==> src/rtl/pc_pkg.sv <==
// pc_pkg -- shared constants and types for the fetch PC controller.
//   RESET_PC   : fetch address loaded by reset
//   PC_STEP    : sequential fetch increment in bytes
//   pc_state_e : controller state (BOOT / RUN / PEND)
package pc_pkg;

  localparam logic [31:0] RESET_PC = 32'h0000_3000;
  localparam logic [31:0] PC_STEP  = 32'd4;

  typedef enum logic [1:0] {
    ST_BOOT = 2'd0,
    ST_RUN  = 2'd1,
    ST_PEND = 2'd2
  } pc_state_e;

endpackage

==> src/rtl/pc_target_sel.sv <==
// pc_target_sel -- combinational redirect priority select.
//   jr_take/jr_target : register-indirect redirect (highest priority)
//   j_take/j_target   : j/jal redirect
//   br_take/br_target : taken branch (lowest priority)
//   target            : winning target (0 when nothing is taken)
//   any_take          : at least one redirect requested
module pc_target_sel (
  input  logic        jr_take,
  input  logic [31:0] jr_target,
  input  logic        j_take,
  input  logic [31:0] j_target,
  input  logic        br_take,
  input  logic [31:0] br_target,
  output logic [31:0] target,
  output logic        any_take
);

  always_comb begin
    target = '0;
    if (jr_take)     target = jr_target;
    else if (j_take) target = j_target;
    else if (br_take) target = br_target;
  end

  assign any_take = jr_take | j_take | br_take;

endmodule

==> src/rtl/pc_ctrl.sv <==
// pc_ctrl -- fetch PC register with redirect selection and stall buffering.
//   clk, reset      : clock, synchronous active-high reset
//   stall           : freeze; pc holds while high
//   br/j/jr_take    : redirect requests (priority jr > j > br)
//   br/j/jr_target  : matching redirect targets
//   pc, pc4         : current fetch address and pc+4 (combinational)
//   fetch_valid     : pc is a real fetch this cycle (not BOOT)
//   redir_pend      : a redirect is buffered behind a stall
//   fetch_err       : misaligned fetch (only with PC_ALIGN_CHK_EN)
// Macro PC_ALIGN_CHK_EN: defined -> targets load unmodified and misaligned
// fetches are flagged; undefined -> target bits [1:0] are cleared and
// fetch_err is tied low.
module pc_ctrl
  import pc_pkg::*;
(
  input  logic        clk,
  input  logic        reset,
  input  logic        stall,
  input  logic        br_take,
  input  logic [31:0] br_target,
  input  logic        j_take,
  input  logic [31:0] j_target,
  input  logic        jr_take,
  input  logic [31:0] jr_target,
  output logic [31:0] pc,
  output logic [31:0] pc4,
  output logic        fetch_valid,
  output logic        redir_pend,
  output logic        fetch_err
);

  pc_state_e   state_q, state_d;
  logic [31:0] pc_q, pc_d;
  logic [31:0] pend_q, pend_d;
  logic [31:0] sel_target;
  logic [31:0] load_tgt;
  logic        any_take;

  pc_target_sel u_sel (
    .jr_take   (jr_take),
    .jr_target (jr_target),
    .j_take    (j_take),
    .j_target  (j_target),
    .br_take   (br_take),
    .br_target (br_target),
    .target    (sel_target),
    .any_take  (any_take)
  );

`ifdef PC_ALIGN_CHK_EN
  assign load_tgt  = sel_target;
  assign fetch_err = (pc_q[1:0] != 2'b00) && fetch_valid;
`else
  // Word-align the target here so both the direct load and the pending
  // capture see the same forced value.
  assign load_tgt  = sel_target & ~32'h3;
  assign fetch_err = 1'b0;
`endif

  assign pc  = pc_q;
  assign pc4 = pc_q + PC_STEP;

  // State and datapath registers
  always_ff @(posedge clk) begin
    if (reset) begin
      state_q <= ST_BOOT;
      pc_q    <= RESET_PC;
      pend_q  <= '0;
    end else begin
      state_q <= state_d;
      pc_q    <= pc_d;
      pend_q  <= pend_d;
    end
  end

  // Next state
  always_comb begin
    state_d = state_q;
    case (state_q)
      ST_BOOT: state_d = ST_RUN;
      ST_RUN:  if (stall && any_take) state_d = ST_PEND;
      ST_PEND: if (!stall) state_d = ST_RUN;
      default: state_d = ST_BOOT;
    endcase
  end

  // PC / pending target update. In PEND new takes are ignored so the first
  // captured redirect wins.
  always_comb begin
    pc_d   = pc_q;
    pend_d = pend_q;
    case (state_q)
      ST_RUN: begin
        if (!stall)        pc_d   = any_take ? load_tgt : pc4;
        else if (any_take) pend_d = load_tgt;
      end
      ST_PEND: begin
        if (!stall) begin
          pc_d   = pend_q;
          pend_d = '0;
        end
      end
      default: ;
    endcase
  end

  // Outputs
  always_comb begin
    fetch_valid = (state_q != ST_BOOT);
    redir_pend  = (state_q == ST_PEND);
  end

endmodule

==> config.mk <==
export PLATFORM = sky130hd
export DESIGN_NAME = pc_ctrl
export DESIGN_NICKNAME = d
export VERILOG_FILES = /design/src/rtl/pc_pkg.sv /design/src/rtl/pc_target_sel.sv /design/src/rtl/pc_ctrl.sv
export SDC_FILE = /design/constraint.sdc
export NUM_CORES = 1
export LEC_CHECK = 0
export CAP_MARGIN = 10
export CORE_MARGIN = 2
export CORE_UTILIZATION = 44
export DETAILED_ROUTE_END_ITERATION = 6
export GPL_TIMING_DRIVEN = 0
export PLACE_DENSITY = 0.81
export SLEW_MARGIN = 10
export SYNTH_ARGS = -nofsm -noshare
export SYNTH_HDL_FRONTEND = slang
export SYNTH_SLANG_ARGS = --single-unit
==> constraint.sdc <==
create_clock -name clk -period 3.2 [get_ports clk]
set_clock_uncertainty 0.2 [all_clocks]
set_input_delay 0.8 -clock clk [delete_from_list [all_inputs] [get_ports clk]]
set_output_delay 0.8 -clock clk [all_outputs]
set_load 0.01 [all_outputs]
==> impl_metrics.tcl <==
set metrics [dict create \
    ys_warn_count 0 \
    cts_tree "built" \
    grt_max_degree 11 \
    peakVddDrop_uv 206.5 \
    synthToLayoutAreaGrowth_pct 53.90 \
    track_usage_pct 30.74 \
    ys.flop_type "dfxtp_1" \
    numCtsBuffers 9 \
    die_y_um 101.9 \
    drt_iter0_drc 662 \
    placementRows 35 \
    synth_top_area_share_pct 29.41 \
    finalPower_uw 2334 \
    h-tree-depth 3 \
    synthesis.area_mm2 0.004220 \
    synthArstFlopShare_pct 0 \
    finalHoldViolations 0 \
    antenna_found_initial 0 \
    place.gp.congestion 0.9546 \
    cp_max_fo 7 \
    synth_seq_area_share_pct 29.41 \
    setup_viol 2 \
    muxShareOfSynthArea_pct 0 \
    ios 169 \
    end_kind "output port" \
    die_w_um 101.9 \
    port_buffers 155 \
    slew_headroom_pct 50.40 \
    worst_slew_pin_slew_ns 0.7384 \
    drc 0 \
    p_leak_uw 0.002624 \
    layout_setup_ws_ns -0.06978 \
    synthAdderAreaFrac_pct 0.2965 \
    synthMostInstantiatedCell "nand2_1" \
    status "finished, violations left" \
    synthCells 561 \
    gr-total-overflow 0 \
    fin_crit_sh_pct 102.2 \
    slew_violations 0 \
    synth_compound_area_share_pct 30.71 \
    antennaDiodeCount 0 \
    rsz0062_at_grt "true" \
    dr_total_vias 5277 \
    netlist_top_cells_count "63 x nand2_1, 62 x dfxtp_1, 59 x nor2_1, 47 x a22oi_1, 45 x o21ai_0" \
    start_kind "register" \
    syn_avg_cell_area_um2 7.523 \
    path_clk_slew_ns 0.07 \
    synthSimpleGateAreaFrac_pct 27.16 \
    powerDensity_mw_per_mm2 359.4 \
    synth.area.top_cells "dfxtp_1 29%, a22oi_1 8.4%, nand2_1 5.6%" \
    hold_class "register to register" \
    p_int_uw 1643 \
    synth-edff-count 0 \
    pwr-share-clk_pct 34.8 \
    cap_violations 0 \
    synth_xor_xnor_area_share_pct 4.981 \
    wl_um 16440 \
    worstPathArrival_ns 2.27 \
    routed_via_density 5.963 \
    power_switching_uw 691.0 \
    synth_cell_types 59 \
    drt_pre_antenna_iters 6 \
    start_util_pct 45.46 \
    final.setup.tns_ns -0.07234 \
    p_sw_share_pct 29.60 \
    synth_top_family_by_area "compound AO/OA/AOI/OAI gates" \
    clockBufferDepth 2 \
    cts_hold_buf 0 \
    place_inst 849 \
    worst_skew_pair.late_latency_ns 0.35 \
    cts_root_buf "clkbuf_8" \
    synth_area_leader_cell "dfxtp_1" \
    ys_seq_elements 62 \
    hpwlAfterDp_um 12500 \
    drive_above_1_share_pct 16.40 \
    power_frac_comb_pct 27.2 \
    grt_pass1_vias 4781 \
    period_needed_ns 3.270 \
    clock-sinks 62 \
    ant_nets 0 \
    required_ns 2.20 \
    max_freq_ghz 0.3058 \
    path_class "register to output port" \
    nets 854 \
    violations "negative setup slack" \
    final_cell_count_no_fill 885 \
    timing.hold.ws_ns 0.3191 \
    p_seq_share_pct 38.0 \
    die-area_mm2 0.01039 \
    core_mm2 0.009284 \
    grt_pass1_wl_um 24870 \
    avgRoutedWirePerCell_um 18.58 \
]
layer usage:
metal	GRT usage [%]	vias to the layer above	share of wire, %
met5	0	-	0
met4	12.00	0	2.2
met3	5.267	33	10
met2	49.34	344	47
met1	41.30	2450	40
li1	-	2450	-
worst max-delay path, cell delays in order, from the launching register on:
cell and delay [ns]:
dfxtp_4 0.41, and4_1 0.23, buf_4 0.17, nand4_4 0.15, buf_4 0.18, nor4_4 0.17, buf_4 0.17, nand3_1 0.09
xnor2_1 0.18, buf_2 0.17
state kept, by name (all words and copies together) (netlist names):
| name | cells |
|---|---|
| pc | 30 |
| pend_q | 30 |
| state_q | 2 |
layout make-up:
type                    instances  area [um2]
plain buffers                  53       267.8
clock inverters                 3       65.06
inverters                      11       41.29
flip-flops and latches         62        1308
clock buffers                  13       168.9
multi-input cells             438        2793
well taps                     129       161.4
repair buffers                176        1690
fillers                       766        2789
layout by cell type, fill, tap and decap left out, types with 4 or more instances in the layout:
cell             netlist  final
a31oi_1                9      9
xnor2_1               15     13
nor4_1                12      8
dfxtp_4                0     15
dfxtp_2                0      8
o31a_1                 5      5
buf_4                  7     27
xor2_1                 9      9
nor2b_1                6      6
a211o_1                6      6
clkbuf_1              25     25
o21a_1                 4      4
nand2b_1               7      7
buf_2                 18     19
nand4_1               11     11
o221ai_1               4      4
inv_1                 11      9
dlygate4sd2_1          0      8
nor3_1                17     15
conb_1                 1      5
a221oi_1               4      4
a211oi_1              11     11
clkbuf_8               1     13
nor2_1                59     57
nand3_1                9      9
a32oi_1                5      5
o21ai_0               45     45
dlymetal6s2s_1         0      5
nor4_2                 1      4
or3_1                  6      6
a22oi_1               47     47
dfxtp_1               62     39
nand3b_1               5      5
a21oi_1               26     26
nand2_1               63     61
clkdlybuf4s50_1        0    137
final timing paths:
kind | from | end | slack, ns | depth (start not counted)
worst max-delay path | pc[11] | pc4[30] | -0.07 | 9
worst min-delay path | pend_q[24] | pend_q[24] | 0.32 | 2
worst max register to register | state_q[0] | pc[26] | 0.77 | 6
worst min register to register | pend_q[24] | pend_q[24] | 0.32 | 2
kinds of logic (layout without fill, tap and decap cells):
logic type,count (synthesis),in the layout
XOR/XNOR,24,24
AND/OR/NAND/NOR,218,218
flip-flops,62,62
other,1,5
buffers and inverters,65,256
adder cells (fa/ha/maj),1,1
AO/OA/AOI/OAI,190,190
stage by stage:
stage / setup slack, ns / cell area (um2) / utilization (%)
after global routing: -0.1483 / 6495 / 69.96
after CTS: -0.1498 / 6376 / 68.68
after floorplan: 0.3085 / 4235 / -
after detailed placement: -0.4481 / 5948 / 64.07
after global placement: -0.4030 / 5948 / 64.07
final: -0.06978 / 6495 / 69.96
what timing repair did:
item,4_1_cts,5_1_grt
buffers inserted,13,8
resized for setup,67,29
setup endpoints to repair,21,16
pin swaps,8,8
power by group through the flow:
stage	Sequential, uW	Clock [uW]	Combinational, uW
2_1_floorplan	895	0	287
5_1_grt	893	849	677
3_5_place_dp	899	0	618
6_report	887	812	635
3_3_place_gp	896	0	605
4_1_cts	880	807	620
Note: power is estimated with default switching activity, not from simulation.
